--- src/rtl/aeolus_pkg.sv ---
// Shared definitions for the Aeolus multi-cycle CPU: opcode values and FSM states.
package aeolus_pkg;

    localparam logic [3:0] OP_LDA  = 4'd0;
    localparam logic [3:0] OP_LDB  = 4'd1;
    localparam logic [3:0] OP_LDO  = 4'd2;
    localparam logic [3:0] OP_LDSA = 4'd3;
    localparam logic [3:0] OP_LDSB = 4'd4;
    localparam logic [3:0] OP_LSH  = 4'd5;
    localparam logic [3:0] OP_RSH  = 4'd6;
    localparam logic [3:0] OP_CLR  = 4'd7;
    localparam logic [3:0] OP_SNZA = 4'd8;
    localparam logic [3:0] OP_SNZS = 4'd9;
    localparam logic [3:0] OP_ADD  = 4'd10;
    localparam logic [3:0] OP_SUB  = 4'd11;
    localparam logic [3:0] OP_AND  = 4'd12;
    localparam logic [3:0] OP_OR   = 4'd13;
    localparam logic [3:0] OP_XOR  = 4'd14;
    localparam logic [3:0] OP_INV  = 4'd15;

    typedef enum logic [1:0] {
        ST_IDLE  = 2'd0,
        ST_FETCH = 2'd1,
        ST_EXEC  = 2'd2
    } state_e;

endpackage

--- src/rtl/aeolus_mc_cpu_if.sv ---
// Instruction-memory req/ack port. The CPU is the master; the memory responds.
interface aeolus_mc_cpu_if #(
    parameter int ADDR_W = 8
);
    logic              imem_req;
    logic [ADDR_W-1:0] imem_addr;
    logic              imem_ack;
    logic [3:0]        imem_data;

    modport master (
        output imem_req,
        output imem_addr,
        input  imem_ack,
        input  imem_data
    );

    modport slave (
        input  imem_req,
        input  imem_addr,
        output imem_ack,
        output imem_data
    );
endinterface

--- src/rtl/aeolus_mc_exec.sv ---
// Combinational datapath: next values of ACC, OF, SR and SF for one opcode.
// Registers the opcode does not touch are passed through unchanged.
module aeolus_mc_exec
    import aeolus_pkg::*;
#(
    parameter int IN_W  = 4,
    parameter int OUT_W = 8
) (
    input  logic [3:0]       opcode,
    input  logic [IN_W-1:0]  a,
    input  logic [IN_W-1:0]  b,
    input  logic [OUT_W-1:0] acc,
    input  logic [OUT_W-1:0] sr,
    input  logic             of,
    input  logic             sf,
    output logic [OUT_W-1:0] acc_nxt,
    output logic             of_nxt,
    output logic [OUT_W-1:0] sr_nxt,
    output logic             sf_nxt
);

    logic [OUT_W-1:0] a_ext;
    logic [OUT_W-1:0] b_ext;
    logic [OUT_W:0]   sum_acc_a;
    logic [OUT_W:0]   sum_acc_sr;
    logic [OUT_W:0]   sum_ab;
    logic [OUT_W:0]   diff_ab;

    // Arithmetic is one bit wider than ACC so the top bit is carry (or borrow for SUB).
    assign a_ext      = OUT_W'(a);
    assign b_ext      = OUT_W'(b);
    assign sum_acc_a  = {1'b0, acc} + {1'b0, a_ext};
    assign sum_acc_sr = {1'b0, acc} + {1'b0, sr};
    assign sum_ab     = {1'b0, a_ext} + {1'b0, b_ext};
    assign diff_ab    = {1'b0, a_ext} - {1'b0, b_ext};

    // Select the result for the current opcode; default is hold.
    always_comb begin
        acc_nxt = acc;
        of_nxt  = of;
        sr_nxt  = sr;
        sf_nxt  = sf;
        case (opcode)
            OP_LDSA: sr_nxt = a_ext;
            OP_LDSB: sr_nxt = b_ext;
            OP_LSH: begin
                sr_nxt = sr << 1;
                sf_nxt = sr[OUT_W-1];
            end
            OP_RSH: begin
                sr_nxt = sr >> 1;
                sf_nxt = sr[0];
            end
            OP_CLR: begin
                acc_nxt = '0;
                of_nxt  = 1'b0;
            end
            OP_SNZA: begin
                if (sf) begin
                    acc_nxt = sum_acc_a[OUT_W-1:0];
                    of_nxt  = sum_acc_a[OUT_W];
                end
            end
            OP_SNZS: begin
                if (sf) begin
                    acc_nxt = sum_acc_sr[OUT_W-1:0];
                    of_nxt  = sum_acc_sr[OUT_W];
                end
            end
            OP_ADD: begin
                acc_nxt = sum_ab[OUT_W-1:0];
                of_nxt  = sum_ab[OUT_W];
            end
            OP_SUB: begin
                acc_nxt = diff_ab[OUT_W-1:0];
                of_nxt  = diff_ab[OUT_W];
            end
            OP_AND: begin
                acc_nxt = a_ext & b_ext;
                of_nxt  = 1'b0;
            end
            OP_OR: begin
                acc_nxt = a_ext | b_ext;
                of_nxt  = 1'b0;
            end
            OP_XOR: begin
                acc_nxt = a_ext ^ b_ext;
                of_nxt  = 1'b0;
            end
            OP_INV: begin
                acc_nxt = ~a_ext;
                of_nxt  = 1'b0;
            end
            default: ;
        endcase
    end

endmodule

--- src/rtl/aeolus_mc_cpu.sv ---
// Aeolus multi-cycle accumulator CPU: IDLE/FETCH/EXEC sequencer, PC, IR and
// architectural registers. Instructions arrive over a variable-latency req/ack port.
module aeolus_mc_cpu
    import aeolus_pkg::*;
#(
    parameter int IN_W   = 4,
    parameter int OUT_W  = 8,
    parameter int ADDR_W = 8
) (
    input  logic              clk,
    input  logic              reset,
    input  logic              run,
    input  logic [2*IN_W-1:0] switches,
    aeolus_mc_cpu_if.master   imem,
    output logic [OUT_W-1:0]  cpu_out,
    output logic              out_valid,
    output logic              of_flag,
    output logic              sf_flag,
    output logic              busy,
    output logic              pc_wrap
);

    state_e            state_q, state_d;
    logic [ADDR_W-1:0] pc_q, pc_d;
    logic [3:0]        ir_q, ir_d;
    logic [IN_W-1:0]   a_q, a_d;
    logic [IN_W-1:0]   b_q, b_d;
    logic [OUT_W-1:0]  sr_q, sr_d;
    logic [OUT_W-1:0]  acc_q, acc_d;
    logic [OUT_W-1:0]  o_q, o_d;
    logic              of_q, of_d;
    logic              sf_q, sf_d;
    logic              out_valid_q, out_valid_d;
    logic              pc_wrap_q, pc_wrap_d;

    logic [OUT_W-1:0]  acc_x;
    logic              of_x;
    logic [OUT_W-1:0]  sr_x;
    logic              sf_x;

    aeolus_mc_exec #(
        .IN_W  (IN_W),
        .OUT_W (OUT_W)
    ) u_exec (
        .opcode  (ir_q),
        .a       (a_q),
        .b       (b_q),
        .acc     (acc_q),
        .sr      (sr_q),
        .of      (of_q),
        .sf      (sf_q),
        .acc_nxt (acc_x),
        .of_nxt  (of_x),
        .sr_nxt  (sr_x),
        .sf_nxt  (sf_x)
    );

    // Request is decoded from state, so it drops together with an asynchronous reset.
    assign imem.imem_req  = (state_q == ST_FETCH);
    assign imem.imem_addr = pc_q;
    assign busy           = (state_q != ST_IDLE);
    assign cpu_out        = o_q;
    assign out_valid      = out_valid_q;
    assign of_flag        = of_q;
    assign sf_flag        = sf_q;
    assign pc_wrap        = pc_wrap_q;

    // Sequencer and register next-state; ack only matters while fetching.
    always_comb begin
        state_d     = state_q;
        pc_d        = pc_q;
        ir_d        = ir_q;
        a_d         = a_q;
        b_d         = b_q;
        sr_d        = sr_q;
        acc_d       = acc_q;
        o_d         = o_q;
        of_d        = of_q;
        sf_d        = sf_q;
        out_valid_d = 1'b0;
        pc_wrap_d   = 1'b0;
        case (state_q)
            ST_IDLE: begin
                if (run) state_d = ST_FETCH;
            end
            ST_FETCH: begin
                if (imem.imem_ack) begin
                    ir_d    = imem.imem_data;
                    state_d = ST_EXEC;
                end
            end
            ST_EXEC: begin
                acc_d = acc_x;
                of_d  = of_x;
                sr_d  = sr_x;
                sf_d  = sf_x;
                if (ir_q == OP_LDA) a_d = switches[2*IN_W-1:IN_W];
                if (ir_q == OP_LDB) b_d = switches[IN_W-1:0];
                if (ir_q == OP_LDO) begin
                    o_d         = acc_q;
                    out_valid_d = 1'b1;
                end
                pc_d      = pc_q + 1'b1;
                pc_wrap_d = &pc_q;
                state_d   = run ? ST_FETCH : ST_IDLE;
            end
            default: state_d = ST_IDLE;
        endcase
    end

    // State and register update with asynchronous clear.
    always_ff @(posedge clk or negedge reset) begin
        if (!reset) begin
            state_q     <= ST_IDLE;
            pc_q        <= '0;
            ir_q        <= '0;
            a_q         <= '0;
            b_q         <= '0;
            sr_q        <= '0;
            acc_q       <= '0;
            o_q         <= '0;
            of_q        <= 1'b0;
            sf_q        <= 1'b0;
            out_valid_q <= 1'b0;
            pc_wrap_q   <= 1'b0;
        end else begin
            state_q     <= state_d;
            pc_q        <= pc_d;
            ir_q        <= ir_d;
            a_q         <= a_d;
            b_q         <= b_d;
            sr_q        <= sr_d;
            acc_q       <= acc_d;
            o_q         <= o_d;
            of_q        <= of_d;
            sf_q        <= sf_d;
            out_valid_q <= out_valid_d;
            pc_wrap_q   <= pc_wrap_d;
        end
    end

endmodule
--- src/flat_wrapper.sv ---
// flat-port wrapper written by rule: the top's interface ports become plain ports
module aeolus_mc_cpu_flat import aeolus_pkg::*;
#(
    parameter int IN_W   = 4,
    parameter int OUT_W  = 8,
    parameter int ADDR_W = 8
)
  (clk, reset, run, switches, cpu_out, out_valid, of_flag, sf_flag, busy, pc_wrap, imem_imem_req, imem_imem_addr, imem_imem_ack, imem_imem_data);
  aeolus_mc_cpu_if #(.ADDR_W(ADDR_W)) imem_i ();
  input  logic clk;
  input  logic reset;
  input  logic run;
  input  logic [2*IN_W-1:0] switches;
  output logic [OUT_W-1:0] cpu_out;
  output logic out_valid;
  output logic of_flag;
  output logic sf_flag;
  output logic busy;
  output logic pc_wrap;
  output wire logic [$bits(imem_i.imem_req)-1:0] imem_imem_req;
  output wire logic [$bits(imem_i.imem_addr)-1:0] imem_imem_addr;
  input wire logic [$bits(imem_i.imem_ack)-1:0] imem_imem_ack;
  input wire logic [$bits(imem_i.imem_data)-1:0] imem_imem_data;
  assign imem_imem_req = imem_i.imem_req;
  assign imem_imem_addr = imem_i.imem_addr;
  assign imem_i.imem_ack = imem_imem_ack;
  assign imem_i.imem_data = imem_imem_data;
  aeolus_mc_cpu #(.IN_W(IN_W), .OUT_W(OUT_W), .ADDR_W(ADDR_W)) u_core (.clk(clk), .reset(reset), .run(run), .switches(switches), .imem(imem_i), .cpu_out(cpu_out), .out_valid(out_valid), .of_flag(of_flag), .sf_flag(sf_flag), .busy(busy), .pc_wrap(pc_wrap));
endmodule
--- config.mk ---
export PLATFORM = sky130hd
export DESIGN_NAME = aeolus_mc_cpu_flat
export DESIGN_NICKNAME = d
export VERILOG_FILES = /design/src/rtl/aeolus_pkg.sv /design/src/rtl/aeolus_mc_cpu_if.sv /design/src/rtl/aeolus_mc_exec.sv /design/src/rtl/aeolus_mc_cpu.sv /design/src/flat_wrapper.sv
export SDC_FILE = /design/constraint.sdc
export NUM_CORES = 1
export LEC_CHECK = 0
export ABC_AREA = 1
export CAP_MARGIN = 25
export CELL_PAD_IN_SITES_DETAIL_PLACEMENT = 0
export CELL_PAD_IN_SITES_GLOBAL_PLACEMENT = 1
export CORE_ASPECT_RATIO = 1.75
export CORE_MARGIN = 10
export CORE_UTILIZATION = 35
export DETAILED_ROUTE_END_ITERATION = 10
export PLACE_DENSITY = 0.72
export SLEW_MARGIN = 40
export SYNTH_ARGS = -nofsm -noshare
export SYNTH_HDL_FRONTEND = slang
export SYNTH_SLANG_ARGS = --single-unit
--- constraint.sdc ---
create_clock -name clk -period 2.9 [get_ports clk]
set_clock_uncertainty 0.2 [all_clocks]
set_input_delay 0.29 -clock clk [delete_from_list [all_inputs] [get_ports clk]]
set_output_delay 0.29 -clock clk [all_outputs]
set_load 0.05 [all_outputs]
==> results.yml, run 1 <==
outcome:
  status: "completed"
cells_and_area:
  drive_gt1_share_pct: 6.20
  syn_to_final_growth_pct: 20.0
  fillers: 1034
  num_antenna_cells: 0
  nNetsFinal: 560
drt:
  drc_errors: 0
  drt_iter0_drc: 142
  routed_wl_um: 9750
  wire_per_inst_um: 15.3
  final_antenna_net_count: 0
  via_per_inst: 4.92
  dr.pass1.iters: 4
  vias: 3139
worst_setup_path:
  critPathArrivalTime_ps: 1730
  crit_chain: "inv_1, nor2_1, clkdlybuf4s50_1"
  r2r_slack_ps: 730
  crit_family: "buffers and inverters"
  critical_path_class: "reg -> out"
  cp.depth: 3
  crit_required_ps: 2410
  worstSetupStartpointType: "flip-flop"
  reg2regPathDepth: 9
  crit_fanout: 4
  cpPeakStageDelay_ps: 820
  startpoint: "u_core.state_q[0]"
  path_buf_inv: 2
  r2r_end: "u_core.acc_q[2]"
  setup.worst_path.end_class: "output port"
  r2r_start: "u_core.acc_q[0]"
  crit_end: "imem_imem_req"
  crit_slowest_cell: "clkdlybuf4s50_1"
global_route:
  grt_pass1_wl_um: 16200
  grt_use_met2_pct: 27.0
  antenna_found_initial: 0
  top_usage_layer: "met2"
  grt_max_degree: 51
  grt_usage_pct: 14.7
  grt_remaining_overflow: 0
  grt_pass1_vias: 3250
  gr-usage-met3_pct: 2.73
  met1_usage_pct: 14.6
placed_design:
  hpwl_um: 7990
  port_buffers: 37
  place_ws_ps: 756
  place.gp.congestion: 0.882
yosys:
  synth-seq-area-share_pct: 36.5
  syn-num-nets: 516
  synthMuxAreaShare_pct: 0
  synthArstFlopShare_pct: 100
  synth_top_family_by_area: "simple AND/OR/NAND/NOR gates"
  synthAdderAreaFrac_pct: 11.5
  ys_ff_latch: 50
  yosysWarningCount: 0
  ys_types: 34
  synth_cells: 471
  syn_area_sq_um: 3430
  ys.flop_type: "dfrtp_1"
  synth_xor_area_share_pct: 1.79
  synth-simple-area-share_pct: 30.1
  avgSynthCellArea_sq_um: 7.27
  synth_edf_count: 0
  synth_compound_gate_area_share_pct: 11.9
sta:
  finalSetupTns_ps: 0
  fmax_ghz: 0.450
  finalSetupViolCount: 0
  worst_slack_ps: 680
  report.final.slew_viol_count: 0
  fin_crit_sh_pct: 76.6
  final.min_clock_period_ps: 2220
  rsz0062_at_grt: "false"
  relSlewSlack_pct: 56.3
  tightest_slew_ps: 656
  final-hold-violation-count: 0
  hold_slack_ps: 268
clocking:
  cts_setup_buffers: 0
  clk_latency_ps: 300
  cts-buffers-inserted: 5
  htreeDepth: 2
  cts_root_buf: "clkbuf_16"
  cts.path.max_buffers: 2
  ctsHoldBuffers: 1
  cts.sinks: 50
  post_cts_resized: 0
  path_clk_slew_ps: 70
  cts_tree: "done"
floorplanning:
  ioPinCount: 38
  core_sq_um: 9530
  initial_core_util_pct: 36.0
  dieHeight_um: 151
  dieArea_sq_um: 14300
  die_w_um: 94.8
  num_rows: 47
worst_hold_path:
  hp-class: "reg -> reg"
power_and_ir_drop:
  total_power_w: 0.00366
  vdd_ir_drop_max_uv: 402
  leakagePower_nw: 2.03
  power_density_nw_per_um2: 891
flow_run:
  maxCapViolCount: 0
==> through the flow <==
step / instances / instance area [sq um] / util [%]
finish: 638 / 4110 / 43.2
floorplan: 471 / 3430 / -
detailed placement: 629 / 3940 / 41.3
global route: 638 / 4110 / 43.2
CTS: 638 / 4110 / 43.2
global placement: 629 / 3940 / 41.3
==> worst min-delay path, stage by stage (launching register included) <==
cell and delay (ps):
dfrtp_1 340, nand2_1 50, nand2_1 40
==> placed cells by master (no fill, tap or decap), drive strengths merged, types with 3 or more instances in the layout <==
cell type	n
fa	4
o22ai	7
inv	69
clkdlybuf4s50	36
o21ai	34
dfrtp	50
xor2	7
ha	25
nor2	50
nand2	140
nand3	39
nor3	7
clkbuf	6
o211ai	3
a21oi	20
==> final cells by class <==
class | instances | area, sq um | share of cell area [%]
clock buffers | 6 | 129 | 3.13
multi-input cells | 349 | 1900 | 46.1
repair buffers | 39 | 383 | 9.31
flip-flops and latches | 50 | 1250 | 30.4
well taps | 122 | 153 | 3.71
inverters | 70 | 263 | 6.39
clock inverters | 2 | 37.5 | 0.913
==> how the worst min path moves through the flow <==
stage                       from           endpoint  slack [ps]  cells after the start
6_report       u_core.cpu_out[3]  u_core.cpu_out[3]         270                      2
2_1_floorplan              reset      u_core.a_q[0]        -210                      0
4_1_cts        u_core.cpu_out[3]  u_core.cpu_out[3]         270                      2
5_1_grt        u_core.cpu_out[0]  u_core.cpu_out[0]         290                      2
3_5_place_dp               reset  u_core.cpu_out[5]         250                      2
3_3_place_gp               reset  u_core.cpu_out[5]         250                      2
==> routing by layer <==
metal  vias up  wire length [um]
li1       1596                 -
met1      1442              3560
met2        74              5340
met3        27               349
met4         0               500
met5         -                 0
==> Yosys cell counts (2+ instances only) <==
| cell | count | area (sq um) |
|---|---|---|
| inv_2 | 7 | 26.3 |
| xor2_1 | 7 | 61.3 |
| dfrtp_1 | 50 | 1250 |
| nand3b_1 | 2 | 15.0 |
| ha_1 | 25 | 313 |
| o22ai_1 | 7 | 43.8 |
| or2_2 | 2 | 12.5 |
| a21oi_2 | 2 | 17.5 |
| nand2_1 | 139 | 522 |
| nor2_4 | 2 | 22.5 |
| o21ai_1 | 2 | 10.0 |
| a21oi_1 | 18 | 90.1 |
| inv_1 | 62 | 233 |
| o211ai_1 | 3 | 22.5 |
| fa_1 | 4 | 80.1 |
| o21ai_2 | 2 | 17.5 |
| nor3_1 | 6 | 30.0 |
| nor2_2 | 5 | 31.3 |
| nand3_1 | 39 | 195 |
| nor2_1 | 43 | 161 |
| o21ai_0 | 30 | 150 |
| nand4_1 | 2 | 12.5 |
==> cell families after synthesis <==
family	after synthesis
fa+ha+maj	29
compound gates	70
buf+inv	72
flops	50
simple gates	243
xor+xnor	7
==> power breakdown <==
part / leakage [nW] / total, W / internal (W) / switching [W]
Sequential: 0.652 / 0.00115 / 0.000891 / 0.000257
Combinational: 1.30 / 0.00183 / 0.000616 / 0.00121
Clock: 0.0771 / 0.000687 / 0.000408 / 0.000279
==> state kept, by name, summed over array words and instances (netlist names) <==
name and cells:
u_core.a_q 4, u_core.acc_q 8, u_core.b_q 4, u_core.cpu_out 8
u_core.imem.imem_addr 8, u_core.ir_q 4, u_core.of_flag 1, u_core.out_valid 1
u_core.pc_wrap 1, u_core.sf_flag 1, u_core.sr_q 8, u_core.state_q 2
Power figures use the tool's default switching activity.
==> inputs of run 2 (changes only) <==
- clock period: 2.9 -> 2.3 ns (I/O delays scaled with it)
==> run 2 against run 1 <==
  * Critical path depth up 6
  * Register-to-register slack worse by 630 ps
  * Setup slack lost 580 ps
  * Routed wire length grew 1.0%
  * Worst hold slack got worse by 160 ps
  * Via count fell by 0.96%
  * Sequential power grew 27%
  * Sequential share of layout area decreased by 0.32 points
  * Largest power group unchanged
==> results.yml, run 2 (synthesis results as in run 1) <==
worst_setup_path:
  worst_path_most_repeated_cell: "nand2_1"
  critPathArrivalTime_ps: 2180
  crit_family: "simple AND/OR/NAND/NOR gates"
  setup.worst_path.end_class: "flip-flop"
  crit_chain: "ha_1, fa_1, or2_2, nand3_1, o21ai_0, nor3_1, nand2_1, nand2_1, nand2_1"
  crit_slowest_cell: "dfrtp_1"
  r2r_slack_ps: 100
  path_buf_inv: 0
  reg2regPathDepth: 9
  r2r_end: "u_core.acc_q[2]"
  cpPeakStageDelay_ps: 420
  crit_required_ps: 2290
  worstSetupStartpointType: "flip-flop"
  critical_path_class: "reg -> reg"
  r2r_start: "u_core.acc_q[0]"
  crit_fanout: 4
sta:
  final-hold-violation-count: 0
  tightest_slew_ps: 542
  finalSetupViolCount: 0
  fmax_ghz: 0.455
  rsz0062_at_grt: "false"
  finalSetupTns_ps: 0
  relSlewSlack_pct: 63.7
  fin_crit_sh_pct: 95.6
  final.min_clock_period_ps: 2200
  report.final.slew_viol_count: 0
  worst_slack_ps: 102
global_route:
  grt_remaining_overflow: 0
  grt_use_met2_pct: 28.0
  grt_pass1_vias: 3162
  met1_usage_pct: 13.8
  grt_usage_pct: 14.3
  grt_pass1_wl_um: 15800
  antenna_found_initial: 0
  grt_max_degree: 28
  gr-usage-met3_pct: 2.33
  top_usage_layer: "met2"
power_and_ir_drop:
  p_seq_share_pct: 31.5
  vdd_ir_drop_max_uv: 597
  swShare_pct: 47.3
  power_density_nw_per_um2: 1120
  leakagePower_nw: 2.06
  power.net_switching_w: 0.00220
  combPwrFrac_pct: 50.3
  p_int_w: 0.00244
  clock_power_share_pct: 18.3
cells_and_area:
  syn_to_final_growth_pct: 21.3
  seqCellArea_sq_um: 1250
  layout.cells.non_filler: 644
  fillers: 1055
  mostFrequentLayoutCells: "139 x nand2_1, 61 x inv_1, 50 x dfrtp_1"
  drive_gt1_share_pct: 7.66
  multiInputGateArea_sq_um: 1900
  layout_commonest_cell: "nand2_1"
  nNetsFinal: 566
  num_antenna_cells: 0
drt:
  vias: 3109
  dr.pass1.iters: 5
  via_per_inst: 4.83
  wire_per_inst_um: 15.3
  drt_iter0_drc: 118
  final_antenna_net_count: 0
  drc_errors: 0
  routed_wl_um: 9850
clocking:
  path_clk_slew_ps: 70
  clk_latency_ps: 290
  cts_tree: "done"
  cts_root_buf: "clkbuf_16"
  cts.sinks: 50
  htreeDepth: 2
  cts.path.max_buffers: 2
  cts_setup_buffers: 0
  cts-buffers-inserted: 5
placed_design:
  place.gp.congestion: 0.916
  dp.cells: 635
  place_ws_ps: 146
  port_buffers: 37
  hpwl_um: 8250
floorplanning:
  dieHeight_um: 151
  initial_core_util_pct: 36.0
  ioPinCount: 38
  die_w_um: 94.8
  dieArea_sq_um: 14300
  num_rows: 47
  core_sq_um: 9530
outcome:
  status: "completed"
worst_hold_path:
  hp-class: "in -> async"
flow_run:
  maxCapViolCount: 0
run 2: worst reg2reg max path: stages, from the launching register on:
cell	delay (ps)
dfrtp_1	420
ha_1	250
fa_1	420
or2_2	290
nand3_1	80
o21ai_0	80
nor3_1	170
nand2_1	70
nand2_1	60
nand2_1	50
run 2: power groups by stage:
stage               logic [W]  registers [W]  clock network, W
global placement      0.00232        0.00146                 0
global route          0.00261        0.00150          0.000898
detailed placement    0.00233        0.00147                 0
CTS                   0.00235        0.00146          0.000877
finish                0.00233        0.00146          0.000847
floorplan             0.00140        0.00162                 0
run 2: worst max-delay path by stage:
| stage | start | end | depth (start not counted) | slack [ps] |
|---|---|---|---|---|
| floorplan | u_core.acc_q[0] | u_core.acc_q[2] | 9 | 290 |
| global placement | u_core.acc_q[0] | u_core.acc_q[2] | 9 | 170 |
| detailed placement | u_core.acc_q[0] | u_core.acc_q[2] | 9 | 150 |
| CTS | u_core.state_q[0] | imem_imem_req | 3 | 120 |
| global route | u_core.acc_q[0] | u_core.acc_q[2] | 9 | 7 |
| finish | u_core.acc_q[0] | u_core.acc_q[2] | 9 | 100 |
run 2: through the flow:
step	instance area (sq um)	util [%]	hold WS [ps]	power, W
after global placement	3980	41.8	-112	0.00378
final	4160	43.6	105	0.00464
after global routing	4160	43.6	125	0.00501
after floorplan	3430	-	-266	0.00302
after CTS	4160	43.6	113	0.00468
after detailed placement	3980	41.8	-113	0.00381
run 2: final cells by class:
type	count	area share, %
Multi-Input combinational cell	349	45.6
Clock buffer	5	3.01
Timing Repair Buffer	45	10.3
Sequential cell	50	30.1
Tap cell	122	3.67
Clock inverter	3	0.964
Inverter	70	6.32
run 2: routing by layer:
layer | vias up | wire [um] | part of all wire, %
met3 | 15 | 323 | 3.3
met5 | - | 0 | 0
met1 | 1430 | 3660 | 37
met2 | 56 | 5560 | 56
li1 | 1608 | - | -
met4 | 0 | 308 | 3.1
run 2: timing repair:
| item | in CTS | in global routing |
|---|---|---|
| hold buffers | 1 | 0 |
| endpoints found under the hold margin | 50 | 0 |
| resized for setup | 0 | 2 |
| endpoints found under the setup margin | 0 | 4 |
==> inputs of run 3 (changes only) <==
- CELL_PAD_IN_SITES_DETAIL_PLACEMENT: 0 -> unset
- CELL_PAD_IN_SITES_GLOBAL_PLACEMENT: 1 -> unset
- PLACE_DENSITY: 0.72 -> 0.56
==> run 3 against run 2 <==
  * Highest routed layer unchanged
  * Count of clock-buffer cells in the layout is 1 higher
  * Routed wire length fell by 1.1%
  * Critical path depth down 6
  * Via count increased by 1.5%
  * Register-to-register slack better by 80 ps
  * Design area rose by 0.39%
  * Power is 0.29% higher
  * Non-clock buffer count is 1 higher
  * Critical path type is now reg -> out
  * Utilization up 0.17 points
  * Die area unchanged
==> results.yml, run 3 (synthesis results as in run 1) <==
flow_run:
  maxCapViolCount: 0
floorplanning:
  dieHeight_um: 151
  ioPinCount: 38
  initial_core_util_pct: 36.0
  num_rows: 47
  dieArea_sq_um: 14300
  die_w_um: 94.8
  core_sq_um: 9530
global_route:
  grt_usage_pct: 14.5
  grt_remaining_overflow: 0
  grt_pass1_wl_um: 16200
  grt_pass1_vias: 3321
  grt_max_degree: 24
  antenna_found_initial: 0
sta:
  fin_crit_sh_pct: 94.2
  relSlewSlack_pct: 63.3
  report.final.slew_viol_count: 0
  final.min_clock_period_ps: 2170
  finalSetupTns_ps: 0
  final-hold-violation-count: 0
  finalSetupViolCount: 0
  tightest_slew_ps: 548
  fmax_ghz: 0.461
placed_design:
  hpwl_um: 8140
  port_buffers: 37
  place.gp.congestion: 0.895
  dp.cells: 634
  postPlaceCellArea_sq_um: 3970
power_and_ir_drop:
  vdd_ir_drop_max_uv: 494
  clock_power_share_pct: 18.4
  p_int_w: 0.00247
  combPwrFrac_pct: 50.6
  leakagePower_nw: 2.06
  total_power_w: 0.00465
  power_density_nw_per_um2: 1120
  power.net_switching_w: 0.00219
  swShare_pct: 47.0
  p_seq_share_pct: 31.0
cells_and_area:
  fin_area_sq_um: 4170
  drive_gt1_share_pct: 8.22
  mostFrequentLayoutCells: "139 x nand2_1, 61 x inv_1, 50 x dfrtp_1"
  nNetsFinal: 567
  layout.cells.non_filler: 645
  syn_to_final_growth_pct: 21.8
  layout_commonest_cell: "nand2_1"
  num_antenna_cells: 0
drt:
  final_antenna_net_count: 0
  drt_iter0_drc: 171
  vias: 3155
  dr.pass1.iters: 4
  via_per_inst: 4.89
  routed_wl_um: 9750
  wire_per_inst_um: 15.1
  drc_errors: 0
worst_setup_path:
  critical_path_class: "reg -> out"
  worstSetupStartpointType: "flip-flop"
  reg2regPathDepth: 9
  setup.worst_path.end_class: "output port"
  critPathArrivalTime_ps: 1740
  startpoint: "u_core.state_q[0]"
  crit_fanout: 4
  r2r_start: "u_core.a_q[0]"
  crit_required_ps: 1870
  r2r_end: "u_core.acc_q[2]"
  r2r_slack_ps: 180
clocking:
  cts-buffers-inserted: 5
  path_clk_slew_ps: 70
  clk_latency_ps: 300
  htreeDepth: 2
  cts.sinks: 50
  cts_root_buf: "clkbuf_16"
  cts.path.max_buffers: 2
  cts_tree: "done"
outcome:
  status: "completed"
worst_hold_path:
  hp-class: "in -> async"
[run 3: cell type report]
type,count,area (sq um)
clock inverter,2,37.5
multi-input combinational,349,1900
fill,1031,5360
sequential,50,1250
clock buffer,6,129
tap,122,153
timing repair buffer,46,435
inverter,70,263
[run 3: repair_timing]
action                     4_1_cts  5_1_grt
hold buffers                     1        0
resized for setup                0        4
setup endpoints to repair        0        4
hold endpoints to repair        27        0
buffers inserted                 0        2
[run 3: how the worst max path moves through the flow]
stage	to	slack (ps)	cells after the start
after global placement	u_core.acc_q[2]	170	9
after detailed placement	u_core.acc_q[2]	110	9
after global routing	u_core.acc_q[7]	-0.9	13
after CTS	u_core.acc_q[2]	90	9
after floorplan	u_core.acc_q[2]	290	9
final	imem_imem_req	130	3
[run 3: through the flow]
step           setup slack [ps]  utilization (%)  hold slack [ps]
2_1_floorplan               291                -             -266
4_1_cts                    89.4             43.6              164
6_report                    133             43.8              150
5_1_grt                  -0.894             43.8              202
3_5_place_dp                112             41.7            -58.0
3_3_place_gp                173             41.7            -61.2
[run 3: power groups by stage]
stage          clock, W  combinational [W]  sequential (W)
6_report       0.000857            0.00235         0.00144
5_1_grt        0.000910            0.00267         0.00148
4_1_cts        0.000878            0.00234         0.00145
3_5_place_dp          0            0.00233         0.00146
3_3_place_gp          0            0.00232         0.00146
2_1_floorplan         0            0.00140         0.00162
[run 3: per-layer routing]
metal / vias up / share of wire [%] / GRT usage (%)
li1: 1615 / - / -
met1: 1474 / 38 / 15.0
met2: 45 / 54 / 26.5
met3: 21 / 2.6 / 1.93
met4: 0 / 5.1 / 8.87
met5: - / 0 / 0
[run 3: critical path: stages (launching register included)]
cell             delay, ps
dfrtp_1                390
inv_1                   90
nor2_1                 130
clkdlybuf4s50_1        820
